**src/rtl/serial_subtractor.sv**
```systemverilog
// Bit-serial unsigned subtractor: shifts a - b out LSB first, one bit per cycle,
// then presents the parallel difference and the final borrow with a done pulse.
module serial_subtractor #(
    parameter int unsigned WIDTH = 8
) (
    input  logic             clk,
    input  logic             rst,
    input  logic             start,
    input  logic [WIDTH-1:0] a,
    input  logic [WIDTH-1:0] b,
    output logic             busy,
    output logic             d_bit,
    output logic             d_valid,
    output logic [WIDTH-1:0] diff,
    output logic             borrow,
    output logic             done
);

    localparam int unsigned CW = $clog2(WIDTH + 1);

    typedef enum logic [1:0] {
        IDLE = 2'd0,
        RUN  = 2'd1,
        DONE = 2'd2
    } state_t;

    state_t            r_state;
    state_t            w_state_nxt;
    logic [WIDTH-1:0]  r_a, r_b, r_dsh;
    logic [WIDTH-1:0]  w_a_nxt, w_b_nxt, w_dsh_nxt;
    logic              r_bi, w_bi_nxt;
    logic [CW-1:0]     r_cnt, w_cnt_nxt;
    logic              r_busy, r_d_bit, r_d_valid, r_borrow, r_done;
    logic              w_busy_nxt, w_d_bit_nxt, w_d_valid_nxt, w_borrow_nxt, w_done_nxt;
    logic [WIDTH-1:0]  r_diff, w_diff_nxt;

    // One subtract step; the first step is taken on the accept edge straight
    // from the inputs (borrow-in cleared) so d_bit is valid the next cycle.
    logic w_x, w_y, w_bi, w_d, w_bo;
    always_comb begin
        w_x  = (r_state == IDLE) ? a[0] : r_a[0];
        w_y  = (r_state == IDLE) ? b[0] : r_b[0];
        w_bi = (r_state == IDLE) ? 1'b0 : r_bi;
        w_d  = w_x ^ w_y ^ w_bi;
        w_bo = (~w_x & w_y) | (~(w_x ^ w_y) & w_bi);
    end

    // State register.
    always_ff @(posedge clk or posedge rst) begin
        if (rst) r_state <= IDLE;
        else     r_state <= w_state_nxt;
    end

    // Next-state and next-output logic.
    always_comb begin
        w_state_nxt   = r_state;
        w_a_nxt       = r_a;
        w_b_nxt       = r_b;
        w_dsh_nxt     = r_dsh;
        w_bi_nxt      = r_bi;
        w_cnt_nxt     = r_cnt;
        w_busy_nxt    = 1'b0;
        w_d_bit_nxt   = 1'b0;
        w_d_valid_nxt = 1'b0;
        w_done_nxt    = 1'b0;
        w_diff_nxt    = r_diff;
        w_borrow_nxt  = r_borrow;
        case (r_state)
            IDLE: begin
                if (start) begin
                    w_state_nxt   = RUN;
                    w_a_nxt       = a >> 1;
                    w_b_nxt       = b >> 1;
                    w_bi_nxt      = w_bo;
                    w_cnt_nxt     = '0;
                    w_dsh_nxt     = {w_d, r_dsh[WIDTH-1:1]};
                    w_busy_nxt    = 1'b1;
                    w_d_valid_nxt = 1'b1;
                    w_d_bit_nxt   = w_d;
                end
            end
            RUN: begin
                if (r_cnt == CW'(WIDTH - 1)) begin
                    w_state_nxt  = DONE;
                    w_done_nxt   = 1'b1;
                    w_diff_nxt   = r_dsh;
                    w_borrow_nxt = r_bi;
                end else begin
                    w_a_nxt       = r_a >> 1;
                    w_b_nxt       = r_b >> 1;
                    w_bi_nxt      = w_bo;
                    w_cnt_nxt     = r_cnt + CW'(1);
                    w_dsh_nxt     = {w_d, r_dsh[WIDTH-1:1]};
                    w_busy_nxt    = 1'b1;
                    w_d_valid_nxt = 1'b1;
                    w_d_bit_nxt   = w_d;
                end
            end
            DONE: begin
                w_state_nxt = IDLE;
            end
            default: begin
                w_state_nxt = IDLE;
            end
        endcase
    end

    // Datapath and output registers.
    always_ff @(posedge clk or posedge rst) begin
        if (rst) begin
            r_a       <= '0;
            r_b       <= '0;
            r_dsh     <= '0;
            r_bi      <= 1'b0;
            r_cnt     <= '0;
            r_busy    <= 1'b0;
            r_d_bit   <= 1'b0;
            r_d_valid <= 1'b0;
            r_done    <= 1'b0;
            r_diff    <= '0;
            r_borrow  <= 1'b0;
        end else begin
            r_a       <= w_a_nxt;
            r_b       <= w_b_nxt;
            r_dsh     <= w_dsh_nxt;
            r_bi      <= w_bi_nxt;
            r_cnt     <= w_cnt_nxt;
            r_busy    <= w_busy_nxt;
            r_d_bit   <= w_d_bit_nxt;
            r_d_valid <= w_d_valid_nxt;
            r_done    <= w_done_nxt;
            r_diff    <= w_diff_nxt;
            r_borrow  <= w_borrow_nxt;
        end
    end

    assign busy    = r_busy;
    assign d_bit   = r_d_bit;
    assign d_valid = r_d_valid;
    assign diff    = r_diff;
    assign borrow  = r_borrow;
    assign done    = r_done;

endmodule

```
**config.mk**
```make
export PLATFORM = sky130hd
export DESIGN_NAME = serial_subtractor
export DESIGN_NICKNAME = d
export VERILOG_FILES = /design/src/rtl/serial_subtractor.sv
export SDC_FILE = /design/constraint.sdc
export NUM_CORES = 1
export LEC_CHECK = 0
export BUFFER_PORTS_ARGS = -buffer_cell sky130_fd_sc_hd__buf_2
export CORE_MARGIN = 5
export CORE_UTILIZATION = 55
export CTS_CLUSTER_SIZE = 10
export DETAILED_ROUTE_END_ITERATION = 7
export PLACE_DENSITY = 0.82
export SYNTH_ARGS = -nofsm -noshare
export SYNTH_HDL_FRONTEND = slang
export SYNTH_SLANG_ARGS = --single-unit
```
**constraint.sdc**
```tcl
create_clock -name clk -period 2.4 [get_ports clk]
set_input_delay 0.48 -clock clk [delete_from_list [all_inputs] [get_ports clk]]
set_output_delay 0.48 -clock clk [all_outputs]
set_load 0.005 [all_outputs]
```
### Word level (Yosys, flattened, before mapping)

Cells that the tools add are included.

* logic and storage cells: 58
* bits in registers: 43
* input port bits: 19

* mux-type cells: 29
* reduce and logical (&&, ||, !) cells: 5
* equal/unequal tests: 5
* add/sub/neg operators: 1
* bitwise gates (word level): 7

Operators by type and width (number)
* 8-bit 2-to-1 mux: 6
* 8-bit one-hot mux with 2 select lines: 3
* 1-bit 2-to-1 mux: 11
* 4-bit 2-to-1 mux: 2
* 4-bit one-hot mux with 2 select lines: 1
* 2-bit inequality test (second input constant): 3
* 1-bit one-hot mux with 2 select lines: 3
* 4-bit by 1-bit adder with 4-bit output (second input constant): 1
* 4-bit by 3-bit == test with 1-bit output (second input constant): 1
* 2-bit 2-to-1 mux: 2
* 2-bit one-hot mux with 2 select lines: 1
* 2-bit AND reduction: 2
* 3-bit AND reduction: 1
* 1-bit bitwise AND: 2
* 2-bit by 1-bit == test with 1-bit output (second input constant): 1
* 2-bit logical NOT: 1
* 1-bit inverter: 2
* 2-bit nonzero test: 1
* 1-bit bitwise XOR: 2
* 1-bit OR: 1

### Longest topological paths before layout

Gate-level depths: netlist of run 1.

* depth in word-level cells: 8
* mapped depth: 6

### Worst setup path before layout of run 1

OpenSTA, ideal clock, no wires.

* path kind: register to register
* start: register r_state[1]
* end: register r_dsh[7]
* required time: 2275 ps
* arrival time: 1749 ps
* setup slack: 526 ps
* clock period less this slack: 1874 ps
* stages on the path, launching flop included: 5
* library setup time: 125 ps
* path through: dfrtp_1 -> nor2_1 -> mux2_2 -> fa_1 -> mux2_2

* cells in the longest elaborated chain, start to end: 6

RTL lines
* start, declared: line 27 `state_t r_state;`
* start signal, assigned: line 51 `else r_state <= w_state_nxt;`
* 2-bit logical NOT (*): line 41, 42, 43
* 1-bit 2-to-1 mux (on tied branches): line 41, 42
* 1-bit bitwise XOR: line 44 `w_d = w_x ^ w_y ^ w_bi;`
* 1-bit bitwise XOR (*): line 44
* named net w_d: line 39 `logic w_x, w_y, w_bi, w_d, w_bo;`
* 8-bit 2-to-1 mux (on tied branches): line 83, 70
* 8-bit one-hot mux with 2 select lines (*): line 68 `case (r_state)`
* end signal, assigned: line 125 `r_dsh <= w_dsh_nxt;`
* end, declared: line 29 `logic [WIDTH-1:0] r_a, r_b, r_dsh;`

The timed path passes the listed nets; every way through them passes the cells marked *. The select of a mux whose other input is x is not followed.
A chain may end at the register's enable or synchronous reset.

### Worst setup path after layout of run 1

* start: register r_state[0]
* end: register r_dsh[7]

Same word-level chain as after synthesis.

==> results of run 1 <==
[cells by family after synthesis]
| kind of cell | Yosys count |
|---|---|
| compound gates | 9 |
| simple gates | 13 |
| fa+ha+maj | 2 |
| buf+inv | 12 |
| flops | 41 |
| mux | 45 |
[layout make-up]
type	count	area, um^2
well taps	46	57.6
flip-flops and latches	41	1030
clock inverters	2	13.8
multi-input cells	69	729
fillers	288	1240
repair buffers	32	163
clock buffers	6	51.3
inverters	6	27.5
[tightest hold or removal path: cells and delay by family]
| family | cells | cell delay, ns |
|---|---|---|
| buf+inv | 3 | 0.55 |
[power groups by stage]
stage	Clock, W	Sequential, W	Combinational (W)
global placement	0	0.00120	0.00115
finish	0.000357	0.00121	0.00118
detailed placement	0	0.00123	0.00120
global route	0.000415	0.00125	0.00132
CTS	0.000372	0.00121	0.00120
floorplan	0	0.00118	0.00104
[path summary, 6_finish.rpt]
path / from / to / cells past startpoint
min in group clk: a[7] / r_a[6] / 2
max reg2reg: r_state[0] / r_dsh[7] / 4
max in group asynchronous: rst / diff[3] / 3
min reg2reg: diff[0] / diff[0] / 1
min: rst / diff[5] / 3
max: r_state[0] / r_dsh[7] / 4
[layer usage]
| metal | vias to the layer above | GRT usage | part of all wire |
|---|---|---|---|
| met5 | - | 0 | 0 |
| met4 | 0 | 0.0447 | 0.0054 |
| met3 | 2 | 0.0542 | 0.039 |
| met2 | 15 | 0.256 | 0.54 |
| met1 | 538 | 0.191 | 0.42 |
| li1 | 494 | - | - |
[per-stage QoR]
| step | hold slack [ns] | area (um^2) | cells | total power, W |
|---|---|---|---|---|
| final | 0.236 | 2070 | 202 | 0.00274 |
| after global routing | 0.274 | 2070 | 202 | 0.00299 |
| after CTS | 0.248 | 2070 | 202 | 0.00279 |
| after detailed placement | 0.488 | 2000 | 194 | 0.00242 |
| after global placement | 0.483 | 2000 | 194 | 0.00235 |
| after floorplan | 0.454 | 1860 | 122 | 0.00222 |
[cells in the mapped netlist, drive strengths merged]
master and count:
buf 6, o311ai 1, or2b 1, mux2 42
a32o 2, o22ai 1, fa 1, dfrtp 41
nor2b 1, a21oi 1, o21ai 1, nand3 2
inv 6, nand2b 1, a31oi 1, nor2 1
mux2i 3, a21o 1, ha 1, o21bai 1
and3b 1, nand2 3, and2 3
[sequential cells by signal, summed over array words and instances (netlist names)]
signal / flops
r_state: 2
d_bit: 1
done: 1
r_dsh: 8
d_valid: 1
r_a: 7
borrow: 1
r_b: 7
r_cnt: 4
r_bi: 1
diff: 8
==> run metrics, run 1 <==
CP Max Fanout=7; Mapped Cells=122; CP Cell Sequence=nor2_1, mux2_2, fa_1, mux2_2; post-synthesis register bit count=41; Setup Buffers After CTS=0; Total Die Area=4640 um^2; Die Wd=68.1 um; DIE HEIGHT=68.1 um; DR vias/cell=5.19; GR Util All Layers=0.155; RSZ-0062 raised after global routing=no; worst setup margin=0.397 ns; Slew Limit Headroom=0.657; largest family of logic cells by synthesized area=multiplexers; Avg Synthesized Cell Area=15.2 um^2; router iterations before antenna repair=3; Post-Route Setup TNS=0 ns; max cap viols=0; Largest stage delay, worst path=0.49 ns; via count=1049; HPWL Detailed=2130 um; GP Congestion=0.750; leakage=1.04 nW; Max Clock Freq=0.499 GHz; worst skew pair latency=0.34 ns; area of the core=3310 um^2; status=finished, final reports clean; Synth Area in XOR/XNOR=0; CP Class=reg -> reg; Clock Tree Buf Depth=2; CTS Buf Count=5; sequential area share after synthesis=0.553; I/O pins=32; Sw Ratio=0.316; Tcrit/Tclk final=0.835; area grow syn2layout=11.5%; Post-Synth Adder-Cell Area=0.0175; FF-to-FF setup slack=0.40 ns; post-synthesis mux area share=0.291; drt total wl=2970 um; Routed Antenna Nets=0; antenna fix cells=0; Synth cell types=29; Rows=21; DRC Markers=0; Clock Power Share=0.130; post-layout util=0.625; Buf/Inv on CP=0; CTS tree=yes; pre-CTS WS=0.419 ns; crit path DAT=2.23 ns; Synth Area in Compound Gates=0.0398; Int Power=0.00188 W; DR WL/cell=14.7 um; Critical Path RT=2.63 ns; Ys Warns=0; Max Slew Vio Count=0; Root Driver=clkbuf_4; power per cell area=1330 nW/um^2; Crit. End Element=flop; Final Hold Vio Count=0; final-report setup violation count=0; antenna violations before repair=0; most common cell after layout, fill and taps aside=dfrtp_1; clock skew=0.00940 ns; critical path launch point type=flop; CTS H-tree depth=2; DRT iter0 DRCs=32; Congestion Overflow GR=0; PortBufs=31; slowest CP cell=fa_1; top-area cell type share of the netlist area=0.553; most frequent cells in the layout=dfrtp_1 (41), mux2_2 (31), buf_2 (31); Yosys top cell by area=dfrtp_1; Area contributors post-synth=dfrtp_1 (55%), mux2_2 (19%), mux2_4 (8.1%), buf_6 (2.4%), mux2i_1 (1.6%); CTS Hold Bufs=0; layout cells sized above 1=0.551; first-pass GRT wire length=5230 um; final-stage net count=176; worst-margin pin slew=0.514 ns; VDD IR max=0.607 mV; sw power=0.000867 W; Simple-Gate Fraction of Synth Area=0.0445; CTS clk-pin slew, worst paths=0.12 ns; critical path's top delay family=multiplexers; Reg power frac=0.441; post-synth net total=143; Comb pwr share=0.428; largest net degree at the start of global routing=42; worst hold path class=in -> async; initial core utilization=0.560; Clock Sinks=41; CTS resizes=0; number of global-route vias before repair=1139; Final min period=2.00 ns; most frequent cell on the critical path=mux2_2; Synth Cell Area=1860 um^2
(Power assumes the default switching activity.)
==> run 2: changes to the inputs <==
--- a/config.mk
+++ b/config.mk
@@ -7,10 +7,10 @@
 export LEC_CHECK = 0
 export BUFFER_PORTS_ARGS = -buffer_cell sky130_fd_sc_hd__buf_2
 export CORE_MARGIN = 5
-export CORE_UTILIZATION = 55
+export CORE_UTILIZATION = 49
 export CTS_CLUSTER_SIZE = 10
 export DETAILED_ROUTE_END_ITERATION = 7
-export PLACE_DENSITY = 0.82
+export PLACE_DENSITY = 0.78
 export SYNTH_ARGS = -nofsm -noshare
 export SYNTH_HDL_FRONTEND = slang
 export SYNTH_SLANG_ARGS = --single-unit
==> constraint.sdc (replaced) <==
create_clock -name clk -period 1.6 [get_ports clk]
set_input_delay 0.32 -clock clk [delete_from_list [all_inputs] [get_ports clk]]
set_output_delay 0.32 -clock clk [all_outputs]
set_load 0.005 [all_outputs]
==> run metrics, run 2 (synthesized netlist as in run 1, its figures left out) <==
Congestion Overflow GR=0 (unchanged); number of global-route vias before repair=1184 (+4.0%); worst hold path class=in -> async; PortBufs=31 (unchanged); Tcrit/Tclk final=1.06 (+0.229); max cap viols=0 (unchanged); VDD IR max=0.964 mV (+59%); Crit. End Element=flop; R2R cell count=5 (+1); CTS clk-pin slew, worst paths=0.08 ns (-0.04 ns); worst skew pair latency=0.29 ns (-0.05 ns); DRT iter0 DRCs=50 (+56%); Clock Sinks=41 (unchanged); Die Wd=71.5 um (+5.1%); worst setup margin=-0.103 ns (-0.499 ns); HPWL Detailed=2340 um (+10%); largest net degree at the start of global routing=42 (unchanged); CP Max Fanout=23 (+16); Final Hold Vio Count=0 (unchanged); DR vias/cell=5.01 (-3.5%); first-pass GRT wire length=5460 um (+4.5%); router iterations before antenna repair=4 (+1); most frequent cells in the layout=dfrtp_1 (40), buf_2 (31), mux2_2 (26); Post-Route Setup TNS=-1.57 ns (-1.57 ns); Root Driver=clkbuf_8; slowest CP cell=dfrtp_1; status=finished with violations; RR Startpoint=r_cnt[0]; FF-to-FF setup slack=-0.10 ns (-0.50 ns); reg2reg end=r_dsh[6]; DIE HEIGHT=71.5 um (+5.1%); Slew Limit Headroom=0.666 (+0.00914); area of the core=3660 um^2 (+11%); Clock Tree Buf Depth=2 (unchanged); Setup Buffers After CTS=0 (unchanged); post-placement cell count=210 (+8.2%); CP Cell Sequence=ha_2, and3b_2, a21o_4, inv_6, mux2_2; layout cells sized above 1=0.614 (+0.0628); RSZ-0062 raised after global routing=yes; antenna fix cells=0 (unchanged); antenna violations before repair=0 (unchanged); final-stage net count=191 (+8.5%); Critical Path RT=1.79 ns (-0.84 ns); Critical Path Start=r_cnt[0]; Max Clock Freq=0.587 GHz (+18%); Max Slew Vio Count=0 (unchanged); drt total wl=3250 um (+9.4%); initial core utilization=0.507 (-0.0536); Rows=22 (+4.8%); final worst hold slack=0.135 ns (-0.101 ns); via count=1098 (+4.7%); power per cell area=2100 nW/um^2 (+58%); DR WL/cell=14.8 um (+0.87%); DRC Markers=0 (unchanged); worst-margin pin slew=0.501 ns (-0.0137 ns); most common cell after layout, fill and taps aside=dfrtp_1; CTS tree=yes; Final min period=1.70 ns (-0.301 ns); CTS Buf Count=5 (unchanged); area grow syn2layout=22.4%; clock skew=0.00356 ns (-0.00584 ns); Overall Power=0.00477 W (+74%); Total Die Area=5120 um^2 (+10%); Largest stage delay, worst path=0.38 ns (-0.11 ns); final-report setup violation count=21 (+21); crit path DAT=1.89 ns (-0.34 ns); CTS Hold Bufs=0 (unchanged); leakage=1.15 nW (+11%); GR Util All Layers=0.140 (-0.0151); CP Class=reg -> reg; Cell Count, Final, Fillers Out=219 (+8.4%); Routed Antenna Nets=0 (unchanged); critical path launch point type=flop; violated checks=negative setup slack; I/O pins=32 (unchanged); GP Congestion=0.737 (-1.6%); CTS H-tree depth=2 (unchanged)
-- run 2: worst max-delay path by stage --
stage                           to
after floorplan           r_dsh[7]
final                     r_dsh[6]
after detailed placement  r_dsh[7]
after global routing      r_dsh[7]
after global placement    r_dsh[7]
after CTS                 r_dsh[7]
-- run 2: report_power, final --
part           switching, W  internal, W
sequential         0.000266      0.00153
clock              0.000358     0.000507
combinational      0.000784      0.00132
-- run 2: routing by layer --
layer / GRT usage / part of all wire / up-vias
li1: - / - / 523
met1: 0.174 / 0.44 / 538
met2: 0.216 / 0.46 / 34
met3: 0.0701 / 0.086 / 3
met4: 0.0376 / 0.0086 / 0
met5: 0 / 0 / -
-- run 2: what timing repair did --
item	CTS	global route
gates resized for setup	2	0
cloned	0	1
setup endpoints to repair	32	24
pin swaps	2	0
endpoints found under the hold margin	0	0
-- run 2: critical path, delay by kind of cell, from the launching register on --
kind	cells	cell delay, ns
multiplexers	1	0.37
adder cells (fa/ha/maj)	1	0.19
flip-flops	1	0.38
AO/OA/AOI/OAI	1	0.23
buffers and inverters	1	0.21
AND/OR/NAND/NOR	1	0.21
-- run 2: cell type report --
type                            instances  area [um^2]
Clock buffer                            6         82.6
Clock inverter                          2         37.5
Fill cell                             288         1390
Inverter                                6         27.5
Multi-Input combinational cell         70          768
Sequential cell                        41         1030
Tap cell                               48         60.1
Timing Repair Buffer                   46          268
-- run 2: per-stage QoR --
| step | cell area [um^2] | setup slack (ns) | util |
|---|---|---|---|
| 2_1_floorplan | 1890 | -0.135 | - |
| 3_3_place_gp | 2140 | -0.0907 | 0.585 |
| 3_5_place_dp | 2140 | -0.138 | 0.585 |
| 4_1_cts | 2260 | -0.108 | 0.618 |
| 5_1_grt | 2270 | -0.165 | 0.620 |
| 6_report | 2270 | -0.103 | 0.620 |
==> run 3: changes to the inputs <==
--- a/config.mk
+++ b/config.mk
@@ -11,6 +11,7 @@
 export CTS_CLUSTER_SIZE = 10
 export DETAILED_ROUTE_END_ITERATION = 7
 export PLACE_DENSITY = 0.78
+export SETUP_SLACK_MARGIN = 0.2
 export SYNTH_ARGS = -nofsm -noshare
 export SYNTH_HDL_FRONTEND = slang
 export SYNTH_SLANG_ARGS = --single-unit
==> run metrics, run 3 (synthesized netlist as in run 1, its figures left out) <==
status=finished with violations; violated checks=negative setup slack; Crit. End Element=flop; Congestion Overflow GR=0 (unchanged); area grow syn2layout=24.5%; Rows=22 (unchanged); final-stage net count=190 (-0.52%); Cell Count, Final, Fillers Out=218 (-0.46%); HPWL Detailed=2280 um (-2.5%); Sw Ratio=0.307 (+0.0113); VDD IR max=1.17 mV (+21%); clock skew=0.00905 ns (+0.00549 ns); largest net degree at the start of global routing=42 (unchanged); Root Driver=clkbuf_8; max cap viols=0 (unchanged); Routed Antenna Nets=0 (unchanged); DRT iter0 DRCs=31 (-38%); Int Power=0.00334 W (-0.73%); drt total wl=3310 um (+1.8%); Clock Power Share=0.144 (-0.037); DRC Markers=0 (unchanged); CTS tree=yes; Final Hold Vio Count=0 (unchanged); critical path launch point type=flop; CTS Hold Bufs=0 (unchanged); most frequent cells in the layout=dfrtp_1 (40), buf_2 (31), mux2_4 (21); worst-margin pin slew=0.506 ns (+0.00564 ns); area of the core=3660 um^2 (unchanged); first-pass GRT wire length=5780 um (+5.7%); worst hold path class=in -> async; Final min period=1.71 ns (+0.00996 ns); FF-to-FF setup slack=-0.11 ns (about the same); Placed Instance Area=2160 um^2 (+0.70%); Clock Sinks=41 (unchanged); sw power=0.00148 W (+4.8%); worst setup margin=-0.113 ns (-0.00996 ns); DR WL/cell=15.2 um (+2.3%); Post-Route Setup TNS=-0.932 ns (+0.636 ns); worst skew pair latency=0.29 ns (about the same); CTS clk-pin slew, worst paths=0.08 ns (about the same); Slew Limit Headroom=0.663 (-0.00376); initial core utilization=0.507 (unchanged); crit path DAT=1.90 ns (about the same); CP Max Fanout=3 (-87%); I/O pins=32 (unchanged); most common cell after layout, fill and taps aside=dfrtp_1; cell area after layout=2310 um^2 (+1.7%); RR Startpoint=r_state[1]; Critical Path RT=1.78 ns (about the same); Overall Power=0.00481 W (+0.89%); Multi-input gate area=816 um^2 (+6.2%); reg2reg end=r_dsh[7]; Comb pwr share=0.479 (+0.037); RSZ-0062 raised after global routing=yes; CP Class=reg -> reg; Max Slew Vio Count=0 (unchanged); PortBufs=31 (unchanged); antenna fix cells=0 (unchanged); power per cell area=2080 nW/um^2 (-0.80%); GP Congestion=0.792 (+7.4%); R2R cell count=4 (-1); GR Util All Layers=0.146 (+0.00588); Die Wd=71.5 um (unchanged); router iterations before antenna repair=4 (unchanged); Tcrit/Tclk final=1.07 (+0.00622); met3 WL post-DR=226 um (-19%); antenna violations before repair=0 (unchanged); CTS H-tree depth=2 (unchanged); DR vias/cell=5.13 (+2.4%); DIE HEIGHT=71.5 um (unchanged); Clock Tree Buf Depth=2 (unchanged); sequential cell area=1030 um^2 (unchanged); top sig layer=met4; met2 WL=1630 um (+9.0%); CTS Buf Count=5 (unchanged); M1 wire length=1380 um (-4.2%); Reg power frac=0.377 (about the same); number of global-route vias before repair=1213 (+2.4%); via count=1119 (+1.9%); final-report setup violation count=23 (+9.5%); Filler Cell Count=277 (-3.8%); Total Die Area=5120 um^2 (unchanged); post-placement cell count=207 (-1.4%); Max Clock Freq=0.584 GHz (-0.58%); layout cells sized above 1=0.629 (+0.0154); leakage=1.18 nW (+2.6%)
[run 3: cell types whose count changed in the layout (fill, tap and decap cells not counted), moves of 2 or more]
cell	before	now
mux2_2	26	20
mux2_4	15	21
buf_4	15	11
buf_6	0	2
[run 3: stage by stage]
step,hold WS (ns),setup slack (ns),util
detailed placement,0.474,-0.105,0.589
global route,0.197,-0.145,0.631
floorplan,0.458,-0.117,-
CTS,0.150,-0.116,0.631
global placement,0.458,-0.0722,0.589
finish,0.127,-0.113,0.631
[run 3: final cells by class]
type                       count  share of cell area
inverter                       6              0.0130
tap                           48              0.0260
clock buffer                   6              0.0358
multi-input combinational     70               0.353
sequential                    41               0.445
clock inverter                 2             0.00596
timing repair buffer          45               0.121
[run 3: worst max-delay path by stage]
stage,cells after the start,slack [ns],start,end
finish,4,-0.11,r_state[1],r_dsh[7]
global route,4,-0.15,r_state[1],r_dsh[7]
CTS,4,-0.12,r_state[1],r_dsh[7]
detailed placement,4,-0.10,r_state[0],r_dsh[7]
global placement,4,-0.07,r_state[0],r_dsh[7]
floorplan,4,-0.12,r_state[0],r_dsh[7]
[run 3: what timing repair did]
| item | in CTS | in global routing |
|---|---|---|
| pin swaps | 3 | 0 |
| gates resized for setup | 7 | 0 |
| hold endpoints to repair | 0 | 0 |
| endpoints found under the setup margin | 37 | 37 |
| gates cloned | 1 | 0 |
| setup buffers | 2 | 0 |
[run 3: power by group through the flow]
stage / Sequential, W / Combinational [W] / Clock (W)
2_1_floorplan: 0.00178 / 0.00175 / 0
3_3_place_gp: 0.00180 / 0.00211 / 0
3_5_place_dp: 0.00183 / 0.00220 / 0
4_1_cts: 0.00182 / 0.00234 / 0.000711
5_1_grt: 0.00187 / 0.00251 / 0.000751
6_report: 0.00181 / 0.00230 / 0.000693
[run 3: worst max-delay path, stage by stage, from the launching register on]
cell	delay [ns]
dfrtp_1	0.42
nor2_4	0.16
mux2_4	0.32
fa_2	0.44
mux2_2	0.27
[run 3: per-layer routing]
metal	vias to the layer above	global-route usage
met5	-	0
met3	7	0.0435
met4	0	0.0626
met1	561	0.175
li1	519	-
met2	32	0.243
